**src/rtl/clock_datapath_pkg.sv**
```systemverilog
// rtl/clock_datapath_pkg.sv - field ranges and widths shared by the time-of-day datapath
package clock_datapath_pkg;

  localparam int MSEC_MAX = 99;
  localparam int SEC_MAX  = 59;
  localparam int MIN_MAX  = 59;
  localparam int HOUR_MAX = 23;

  localparam int MSEC_W = 7;
  localparam int SEC_W  = 6;
  localparam int MIN_W  = 6;
  localparam int HOUR_W = 5;

endpackage

```
**src/rtl/clock_datapath_time_field_counter.sv**
```systemverilog
// rtl/clock_datapath_time_field_counter.sv - modulo-(MAX+1) field with natural carry and manual adjust
module time_field_counter #(
  parameter int MAX   = 59,
  parameter int WIDTH = 6
) (
  input  logic             clk,
  input  logic             rst,
  input  logic             i_inc,
  input  logic             i_adj,
  output logic [WIDTH-1:0] o_val,
  output logic             o_carry
);

  localparam logic [WIDTH:0] LP_MAX = (WIDTH+1)'(MAX);
  localparam logic [WIDTH:0] LP_MOD = (WIDTH+1)'(MAX + 1);

  logic [WIDTH-1:0] r_val;
  logic [WIDTH:0]   w_sum;
  logic [WIDTH:0]   w_wrapped;
  logic [WIDTH-1:0] w_next;

  // Sum never exceeds MAX+2 because r_val <= MAX, so one subtraction wraps it.
  always_comb begin
    w_sum     = {1'b0, r_val} + {{WIDTH{1'b0}}, i_inc} + {{WIDTH{1'b0}}, i_adj};
    w_wrapped = w_sum - LP_MOD;
    w_next    = r_val;
    if (w_sum > LP_MAX) begin
      w_next = w_wrapped[WIDTH-1:0];
    end else begin
      w_next = w_sum[WIDTH-1:0];
    end
  end

  // Only the natural increment crossing MAX carries; adjust wraps stay local.
  assign o_carry = i_inc & (r_val == LP_MAX[WIDTH-1:0]);
  assign o_val   = r_val;

  always_ff @(posedge clk or posedge rst) begin
    if (rst) begin
      r_val <= '0;
    end else begin
      r_val <= w_next;
    end
  end

endmodule

```
**src/rtl/clock_datapath.sv**
```systemverilog
// rtl/clock_datapath.sv - 100 Hz tick divider feeding the centisecond..hour field chain
module clock_datapath
  import clock_datapath_pkg::*;
#(
  parameter int CLK_FREQ = 100_000_000,
  parameter int TICK_HZ  = 100
) (
  input  logic              clk,
  input  logic              rst,
  input  logic              i_adj_sec,
  input  logic              i_adj_min,
  input  logic              i_adj_hour,
  output logic [MSEC_W-1:0] o_msec,
  output logic [SEC_W-1:0]  o_sec,
  output logic [MIN_W-1:0]  o_min,
  output logic [HOUR_W-1:0] o_hour,
  output logic              o_tick
);

  localparam int DIV   = CLK_FREQ / TICK_HZ;
  localparam int CNT_W = $clog2(DIV);

  localparam logic [CNT_W-1:0] LP_LAST = CNT_W'(DIV - 1);
  localparam logic [CNT_W-1:0] LP_PRE  = CNT_W'(DIV - 2);

  logic [CNT_W-1:0] r_div_cnt;
  logic             r_tick;
  logic             w_carry_sec;
  logic             w_carry_min;
  logic             w_carry_hour;

  // r_tick is set one edge early so it is high exactly while the counter sits at DIV-1.
  always_ff @(posedge clk or posedge rst) begin
    if (rst) begin
      r_div_cnt <= '0;
      r_tick    <= 1'b0;
    end else begin
      if (r_div_cnt == LP_LAST) begin
        r_div_cnt <= '0;
      end else begin
        r_div_cnt <= r_div_cnt + CNT_W'(1);
      end
      r_tick <= (r_div_cnt == LP_PRE);
    end
  end

  assign o_tick = r_tick;

  time_field_counter #(.MAX(MSEC_MAX), .WIDTH(MSEC_W)) u_msec (
    .clk     (clk),
    .rst     (rst),
    .i_inc   (r_tick),
    .i_adj   (1'b0),
    .o_val   (o_msec),
    .o_carry (w_carry_sec)
  );

  time_field_counter #(.MAX(SEC_MAX), .WIDTH(SEC_W)) u_sec (
    .clk     (clk),
    .rst     (rst),
    .i_inc   (w_carry_sec),
    .i_adj   (i_adj_sec),
    .o_val   (o_sec),
    .o_carry (w_carry_min)
  );

  time_field_counter #(.MAX(MIN_MAX), .WIDTH(MIN_W)) u_min (
    .clk     (clk),
    .rst     (rst),
    .i_inc   (w_carry_min),
    .i_adj   (i_adj_min),
    .o_val   (o_min),
    .o_carry (w_carry_hour)
  );

  time_field_counter #(.MAX(HOUR_MAX), .WIDTH(HOUR_W)) u_hour (
    .clk     (clk),
    .rst     (rst),
    .i_inc   (w_carry_hour),
    .i_adj   (i_adj_hour),
    .o_val   (o_hour),
    .o_carry ()
  );

endmodule

```
**config.mk**
```make
export PLATFORM = sky130hd
export DESIGN_NAME = clock_datapath
export DESIGN_NICKNAME = d
export VERILOG_FILES = /design/src/rtl/clock_datapath_pkg.sv /design/src/rtl/clock_datapath_time_field_counter.sv /design/src/rtl/clock_datapath.sv
export SDC_FILE = /design/constraint.sdc
export NUM_CORES = 1
export LEC_CHECK = 0
export BUFFER_PORTS_ARGS = -buffer_cell sky130_fd_sc_hd__buf_2
export CAP_MARGIN = 10
export CELL_PAD_IN_SITES_DETAIL_PLACEMENT = 0
export CELL_PAD_IN_SITES_GLOBAL_PLACEMENT = 1
export CORE_MARGIN = 10
export CORE_UTILIZATION = 45
export CTS_CLUSTER_DIAMETER = 150
export CTS_CLUSTER_SIZE = 16
export DETAILED_ROUTE_END_ITERATION = 6
export PLACE_DENSITY_LB_ADDON = 0.1
export SLEW_MARGIN = 20
export SYNTH_ARGS = -nofsm -noshare
export SYNTH_HDL_FRONTEND = slang
export SYNTH_SLANG_ARGS = --single-unit
```
**constraint.sdc**
```tcl
create_clock -name clk -period 4.8 [get_ports clk]
set_input_delay 0 -clock clk [delete_from_list [all_inputs] [get_ports clk]]
set_output_delay 0 -clock clk [all_outputs]
set_load 0.02 [all_outputs]
```
* Yosys cells after proc, flatten, opt, wreduce, memory -nomap -nowiden *
Cells that the tools add are included.

word-level totals
  register bits after elaboration = 45
  bits of input ports = 5

cells by class
  multiplexer cells = 5
  $lt $le $gt $ge = 4
  equality and inequality tests = 5
  add/sub/neg operators = 12
  bitwise logic cells = 3

operators with widths
  kind                     count
  $eq A20 B20 Y1 const B   2
  $add A20 B1 Y20 const B  1
  $mux W20                 1
  $add A6 B1 Y7            2
  $add A7 B1 Y7            2
  $gt A7 B6 Y1 const B     2
  $eq A6 B6 Y1 const B     2
  $mux W6                  2
  $sub A6 B6 Y6 const B    2
  $add A7 B1 Y8            1
  $gt A8 B7 Y1 const B     1
  $eq A7 B7 Y1 const B     1
  $mux W7                  1
  $sub A7 B7 Y7 const B    1
  $add A5 B1 Y6            1
  $add A6 B1 Y6            1
  $gt A6 B5 Y1 const B     1
  $mux W5                  1
  $sub A5 B5 Y5 const B    1
  $and A1 B1 Y1            3

* Longest topological paths before layout *
Gate-level depths: netlist (run 1).

  word-level depth = 8
  depth in mapped cells = 15

* By module *
A second synthesis (run 1) with hierarchy kept.

unflattened totals
  cell total of the unflattened synthesis = 289
  area, all modules = 2,850.2 µm²

by module, submodules not included
  module                           times used  area an instance (µm²)  cells an instance
  clock_datapath                   1           1,018.5                 99
  time_field_counter at u_min ...  2           476.7                   51
  time_field_counter at u_msec     1           628.1                   66
  time_field_counter at u_hour     1           250.2                   22

* Worst setup path before layout (run 1) *
No wires, ideal clock.

  path kind = reg-to-reg
  from = reg u_msec.r_val[2] (netlist: u_msec.o_val[2])
  to = reg u_min.r_val[3] (netlist: u_min.o_val[3])
  cell stages (with the launch flop) = 14
  setup time = 0.131 ns
  setup slack = 1.679 ns
  required time = 4.669 ns
  buffers on the path = 1
  arrival = 2.990 ns
  clock period less this slack = 3.121 ns
  path through = dfrtp_1 > buf_6 > nor4_2 > nand2_1 > or4_4 > fa_1 > inv_1 > ha_1 > xnor2_1 > ha_1 > nand2_1 > o211ai_1 > o21ai_0 > a21oi_1

between the ends
  longest elaborated chain between the ends = 7
  elaborated cells on any way between the ends = 8
  those cells by class = add/sub (3); order compare (1); eq/ne (1); mux (1); bitwise (2)

ends and longest elaborated chain
  what                                           RTL line                                                                          RTL
  start: declaration                             clock_datapath_time_field_counter.sv:17                                           logic [WIDTH-1:0] r_val;
  start signal: assignment                       clock_datapath_time_field_counter.sv:42                                           r_val <= w_next;
  $eq A7 B7 Y1 *                                 clock_datapath_time_field_counter.sv:35                                           assign o_carry = i_inc & (r_val == LP_MAX[WIDTH-1:0]);
  $and A1 B1 Y1 * (2 in series)                  clock_datapath_time_field_counter.sv:35
  $add A6 B1 Y7 *                                clock_datapath_time_field_counter.sv:24                                           w_sum = {1'b0, r_val} + {{WIDTH{1'b0}}, i_inc} + {{WIDTH{1'b0}}, i_adj};
  $add A7 B1 Y7 *                                clock_datapath_time_field_counter.sv:24
  $sub A6 B6 Y6 or $gt A7 B6 Y1 (tied branches)  clock_datapath_time_field_counter.sv:25, clock_datapath_time_field_counter.sv:27
  $mux W6 *                                      clock_datapath_time_field_counter.sv:27                                           if (w_sum > LP_MAX) begin
  via u_min.w_next[3]                            clock_datapath_time_field_counter.sv:20                                           logic [WIDTH-1:0] w_next;
  end signal: assignment                         clock_datapath_time_field_counter.sv:42
  end: declaration                               clock_datapath_time_field_counter.sv:17

The timed path passes the listed nets; every way through them passes the cells marked *.

* Final worst setup path (run 1) *
  from = reg u_msec.r_val[5] (netlist: u_msec.o_val[5])
  to = reg u_min.r_val[2] (netlist: u_min.o_val[2])

The elaborated chain is that of the path after synthesis.

==> results of run 1 <==
[worst register-to-register path, stage by stage (launching register included)]
cell      delay (ps)
dfrtp_1          540
nand4_2          140
nor4_2           170
nand2_1          120
or4_4            560
fa_1             430
inv_1             80
ha_1             240
xnor2_1          150
ha_1             210
nand2_1           50
o211ai_1         100
o21ai_0          300
xnor2_1          160
[metal layers]
metal	up-vias	wire length, um	part of all wire	global-route usage
met5	-	0	0	0
met4	0	63	0.012	0.0339
met3	6	249	0.048	0.0324
met2	34	2260	0.44	0.175
met1	911	2580	0.50	0.163
li1	1000	-	-	-
[cell usage in the layout, fill, tap and decap left out, types with 4 or more instances in the layout]
master and n:
dfrtp_1 45, and3_1 6, nand2_1 23, inv_1 16, nor2b_1 4, buf_2 29, nand3b_1 5, o21ai_0 11
nand4_1 5, xor2_1 15, clkbuf_8 5, and2_1 5, nor3_1 5, nor2_1 20, xnor2_1 20, ha_1 13
a21oi_1 9, nand3_1 20
[per-stage QoR]
| step | setup slack [ps] | instances |
|---|---|---|
| 2_1_floorplan | 1680 | 269 |
| 3_3_place_gp | 1570 | 364 |
| 3_5_place_dp | 1520 | 364 |
| 4_1_cts | 1500 | 374 |
| 5_1_grt | 1260 | 374 |
| 6_report | 1510 | 374 |
[where the power goes]
part | leakage, nW | internal, mW | switching (mW) | total (mW)
Combinational | 0.734 | 0.178 | 0.291 | 0.469
Clock | 0.0450 | 0.101 | 0.123 | 0.224
Sequential | 0.583 | 0.448 | 0.0887 | 0.537
[logic make-up after synthesis]
group | after synthesis | synth area share
AOI/OAI and AO/OA | 37 | 0.0922
and+or+nand+nor | 111 | 0.230
buffers and inverters | 23 | 0.0409
adders and majority gates | 16 | 0.0846
xor gates and xnor gates | 35 | 0.117
muxes | 2 | 0.00761
DFF | 45 | 0.428
[worst paths after layout]
path | depth (start not counted) | slack, ps | end
max | 13 | 1510 | u_min.o_val[2]$_DFF_PP0_
min | 4 | 140 | u_sec.o_val[0]$_DFF_PP0_
max reg2reg | 13 | 1510 | u_min.o_val[2]$_DFF_PP0_
min reg2reg | 1 | 500 | r_div_cnt[12]$_DFF_PP0_
max in group asynchronous | 3 | 3740 | u_msec.o_val[4]$_DFF_PP0_
min in group asynchronous | 3 | 460 | u_min.o_val[0]$_DFF_PP0_
[area by class of cell]
type | count | area, sq um | area share
Timing Repair Buffer | 31 | 165 | 0.0565
Clock buffer | 6 | 72.6 | 0.0248
Sequential cell | 45 | 1130 | 0.385
Tap cell | 72 | 90.1 | 0.0308
Multi-Input combinational cell | 201 | 1400 | 0.478
Inverter | 17 | 63.8 | 0.0218
Clock inverter | 2 | 10.0 | 0.00342
[state kept, by name, indices dropped and copies added (netlist names)]
signal        flops
o_tick            1
u_hour.o_val      5
r_div_cnt        20
u_sec.o_val       6
u_msec.o_val      7
u_min.o_val       6
[repair_timing]
item | in CTS | in global routing
endpoints found under the setup margin | 0 | 0
endpoints found under the hold margin | 46 | 0
hold buffers | 2 | 0
==> impl_results.md, run 1 <==
- Outcome: completed
- Total grt overflow: 0
- Via count: 1951
- Max clock buf depth: 2
- Top Family by Delay on Critical Path: simple AND/OR/NAND/NOR gates
- Worst hold-check path type: in2reg
- DR iter-0 viols: 90
- Row Count: 27
- Period utilisation layout: 0.686
- Share of layout cells above drive strength 1: 0.146
- Max-cap violations: 0
- First-pass GRT wire length: 8960 um
- Placed cell area: 0.00282 sq mm
- DIE AREA: 0.00931 sq mm
- Port buffer count: 29
- Drt drc: 0
- Syn nets: 290
- Worst EP required: 5020 ps
- Synth-to-layout area growth: 11.2%
- H-Tree Depth: 2
- R2r startpoint: u_msec.o_val[5]$_DFF_PP0_
- Cell Area, Synth: 0.00263 sq mm
- Setup_tns: 0 ps
- Post-synthesis cell type count: 45
- Vias/cell: 5.22
- CTS tree: yes
- Endpoints failing hold: 0
- Routed WL: 5150 um
- Achievable frequency: 0.303 GHz
- Post-Syn Instances: 269
- Worst Skew: 6.55 ps
- Reg clk slew, reported paths: 80 ps
- Critical path capture point type: flip-flop
- Crit-path cells: nand4_2, nor4_2, nand2_1, or4_4, fa_1, inv_1, ha_1, xnor2_1, ha_1, nand2_1, o211ai_1, o21ai_0, xnor2_1
- Postcts setup bufs: 0
- Fillers: 520
- Largest area contributor in the netlist: dfrtp_1
- NumNets Final: 322
- Gpl congestion: 0.803
- Antenna violations before repair: 0
- Post-route antenna net violation count: 0
- Synth area leaders: dfrtp_1 (43%), xnor2_1 (6.7%), ha_1 (6.2%), xor2_1 (5.0%), nand3_1 (3.8%)
- DR WL/cell: 13.8 um
- Nature of the critical path startpoint: flip-flop
- Static Leak: 1.36 nW
- Slowest-stage cell, CP: or4_4
- Post-route design area: 0.00293 sq mm
- Post-synth EDFFs: 0
- Overall Power: 1.23 mW
- Peak supply drop: 340 uV
- Min Tclk post-route: 3300 ps
- CP peak stage delay: 560 ps
- WS Path Type: reg2reg
- Synth top area share: 0.428
- Clock sinks: 45
- Pwr/cell area: 420 mW/mm^2
- CTS Buf Count: 5
- Share of flip-flops with an asynchronous set or reset: 1.00
- Ys flop type: dfrtp_1
- Max transition margin: 0.366
- Count leader, synth: dfrtp_1
- Vias in the first global route: 1928
- Fin. max-slew vios: 0
- Synthesis Warnings: 0
- Worst path arrival time: 3510 ps
- Worst Tran Pin Value: 950 ps
- Sequential area share after synthesis: 0.428
- Synthesis-stage register bit count: 45
- Die Width: 96.5 um
- Ant diodes: 0
- Top-level port count: 30
- Core area: 0.00557 sq mm
- Hold WS: 139 ps
- RSZ-0062 raised after global routing: no
- Synth top cells by count: dfrtp_1 (45), nand2_1 (23), nand3_1 (20), nor2_1 (20), xnor2_1 (20)
- Setup crit start: u_msec.o_val[5]$_DFF_PP0_
- Die height: 96.5 um
- Clock Latency Late Sink: 290 ps
- Final Core Density: 0.525
- Syn Area/Cell: 9.78 sq um
- Clk root buf: clkbuf_8
- Pin count of the biggest net entering global routing: 46
- HPWL Detailed: 3800 um
- First-pass DRT Iterations: 4
- Worst-path maximum fanout: 11
- Final setup violation count: 0
- Post_cts resized: 0
- Buf/Inv on CP: 1
- Overall routing resource usage: 0.118
- Hold path startpoint: i_adj_sec
- Starting Density: 0.472
(Power assumes the default switching activity.)
==> inputs of run 2 (changes only) <==
- CORE_UTILIZATION: 45 -> 41
- clock period: 4.8 -> 3 ns (I/O delays scaled with it)
==> run 2 against run 1 <==
Against the previous run:
- via count grew 3.4%
- die area grew 7.7%
- routed wire length grew 6.6%
- utilization shrank 3.5 points
- critical path type unchanged
==> impl_results.md, run 2 (synthesis gave the netlist of run 1 again) <==
- Outcome: completed (unchanged)
- Vias in the first global route: 2031 (was 1928)
- Worst Skew: 5.76 ps (was 6.55 ps)
- Commonest non-fill, non-tap cell in the layout: dfrtp_1 (unchanged)
- Max transition margin: 0.362 (was 0.366)
- Commonest non-fill, non-tap cells in the layout: dfrtp_1 (42), buf_2 (29), nand2_1 (23) (was dfrtp_1 (45), buf_2 (29), nand2_1 (23))
- Pin count of the biggest net entering global routing: 46 (unchanged)
- Peak supply drop: 394 uV (was 340 uV)
- Worst-path maximum fanout: 4 (was 11)
- Max reg flops: 20 (unchanged)
- RR Endpoint: u_min.o_val[2]$_DFF_PP0_ (unchanged)
- First-pass DRT Iterations: 4 (unchanged)
- Worst hold-check path type: in2reg (unchanged)
- Die height: 100 um (was 96.5 um)
- Crit path capture: u_min.o_val[2]$_DFF_PP0_ (unchanged)
- Ant diodes: 0 (unchanged)
- Pwr/cell area: 698 mW/mm^2 (was 420 mW/mm^2)
- R2R Setup Slk: 230 ps (was 1510 ps)
- Fin cells: 389 (was 374)
- Overall routing resource usage: 0.114 (was 0.118)
- Metal-1 WL: 2580 um (about the same)
- Critical path capture point type: flip-flop (unchanged)
- Die Width: 100 um (was 96.5 um)
- Max clock buf depth: 2 (unchanged)
- WS Path Type: reg2reg (unchanged)
- Max-cap violations: 0 (unchanged)
- DR WL/cell: 14.1 um (was 13.8 um)
- First-pass GRT wire length: 9670 um (was 8960 um)
- Clock Latency Late Sink: 290 ps (about the same)
- Core area: 0.00628 sq mm (was 0.00557 sq mm)
- Synth-to-layout area growth: 16.8% (was 11.2%)
- Final setup violation count: 0 (unchanged)
- Gpl congestion: 0.793 (was 0.803)
- Period utilisation layout: 0.924 (was 0.686)
- Final Core Density: 0.490 (was 0.525)
- Nature of the critical path startpoint: flip-flop (unchanged)
- Met2 wire len: 2620 um (was 2260 um)
- Hold WS: 143 ps (was 139 ps)
- Clock sinks: 45 (unchanged)
- Drt drc: 0 (unchanged)
- CTS Buf Count: 5 (unchanged)
- Worst Tran Pin Value: 957 ps (was 950 ps)
- Endpoints failing hold: 0 (unchanged)
- Clk root buf: clkbuf_8 (unchanged)
- Total grt overflow: 0 (unchanged)
- Placed cells: 377 (was 364)
- DR iter-0 viols: 87 (was 90)
- Worst EP required: 3220 ps (was 5020 ps)
- Share of layout cells above drive strength 1: 0.196 (was 0.146)
- Static Leak: 1.43 nW (was 1.36 nW)
- Setup crit start: u_msec.o_val[2]$_DFF_PP0_ (was u_msec.o_val[5]$_DFF_PP0_)
- Port buffer count: 29 (unchanged)
- Min Tclk post-route: 2770 ps (was 3300 ps)
- Setup_tns: 0 ps (unchanged)
- DIE AREA: 0.0100 sq mm (was 0.00931 sq mm)
- Post-route antenna net violation count: 0 (unchanged)
- Top reg by flops: r_div_cnt (unchanged)
- HPWL Detailed: 4080 um (was 3800 um)
- Overall Power: 2.14 mW (was 1.23 mW)
- CTS tree: yes (unchanged)
- Starting Density: 0.419 (was 0.472)
- R2R cell count: 11 (was 13)
- Top-level port count: 30 (unchanged)
- H-Tree Depth: 2 (unchanged)
- DR top layer: met4 (unchanged)
- Achievable frequency: 0.361 GHz (was 0.303 GHz)
- RSZ-0062 raised after global routing: no (unchanged)
- Routed WL: 5490 um (was 5150 um)
- NumNets Final: 332 (was 322)
- Antenna violations before repair: 0 (unchanged)
- Row Count: 29 (was 27)
- Vias/cell: 5.19 (was 5.22)
- Via count: 2017 (was 1951)
- R2r startpoint: u_msec.o_val[2]$_DFF_PP0_ (was u_msec.o_val[5]$_DFF_PP0_)
- Reg clk slew, reported paths: 80 ps (about the same)
- Fillers: 591 (was 520)
- Fin. max-slew vios: 0 (unchanged)
- Worst path arrival time: 2990 ps (was 3510 ps)
- Wire length on met3: 232 um (was 249 um)
==> run 2: cell types whose count changed in the layout (fill, tap and decap cells not counted), sizes merged <==
cell    delta
clkbuf     +1
bufinv     +1
clkinv     -2
buf       +10
==> run 2: worst max-delay path, cell delays in order (launching register included) <==
cell and delay, ps:
dfrtp_2 410, nor4_2 250, nand2_1 90, or4_4 450
fa_2 400, nand3b_1 210, xnor2_2 170, ha_1 200
nand2_1 50, o211ai_1 100, o21ai_1 220, xnor2_1 140
==> run 2: repair_timing <==
item                       in CTS  in global routing
hold endpoints to repair       46                  0
hold buffers                    2                  0
gates resized for setup         0                  2
setup buffers                   0                  2
setup endpoints to repair       0                  4
==> run 2: cell type report <==
cell class | instances | area (sq um) | share of cell area
Inverter | 17 | 63.8 | 0.0208
Multi-Input combinational cell | 201 | 1430 | 0.464
Tap cell | 77 | 96.3 | 0.0313
Clock inverter | 1 | 30.0 | 0.00977
Clock buffer | 7 | 86.3 | 0.0281
Timing Repair Buffer | 41 | 240 | 0.0781
Sequential cell | 45 | 1130 | 0.368
==> run 2: worst min path at each step <==
stage                           from                        end  slack (ps)  cells past startpoint
after floorplan           i_adj_hour  u_hour.o_val[0]$_DFF_PP0_         170                      1
after global placement           rst   u_sec.o_val[1]$_DFF_PP0_         280                      2
after detailed placement         rst   u_sec.o_val[1]$_DFF_PP0_         280                      2
after CTS                  i_adj_sec   u_sec.o_val[0]$_DFF_PP0_         140                      4
after global routing       i_adj_sec   u_sec.o_val[0]$_DFF_PP0_         160                      4
final                      i_adj_sec   u_sec.o_val[0]$_DFF_PP0_         140                      4
==> run 2: power breakdown <==
part / internal, mW / switching (mW) / total [mW]
Combinational: 0.324 / 0.478 / 0.802
Clock: 0.272 / 0.199 / 0.471
Sequential: 0.717 / 0.155 / 0.872
==> run 2: metal layers <==
| layer | track usage | vias to the layer above |
|---|---|---|
| li1 | - | 1018 |
| met1 | 0.147 | 970 |
| met2 | 0.180 | 23 |
| met3 | 0.0309 | 6 |
| met4 | 0.0359 | 0 |
| met5 | 0 | - |
==> run 2: stage by stage <==
| stage | setup WS [ps] | instance area (sq um) |
|---|---|---|
| 4_1_cts | 82.4 | 3050 |
| 2_1_floorplan | 39.7 | 2650 |
| 5_1_grt | 36.1 | 3070 |
| 6_report | 229 | 3070 |
| 3_3_place_gp | 143 | 2910 |
| 3_5_place_dp | 96.1 | 2910 |
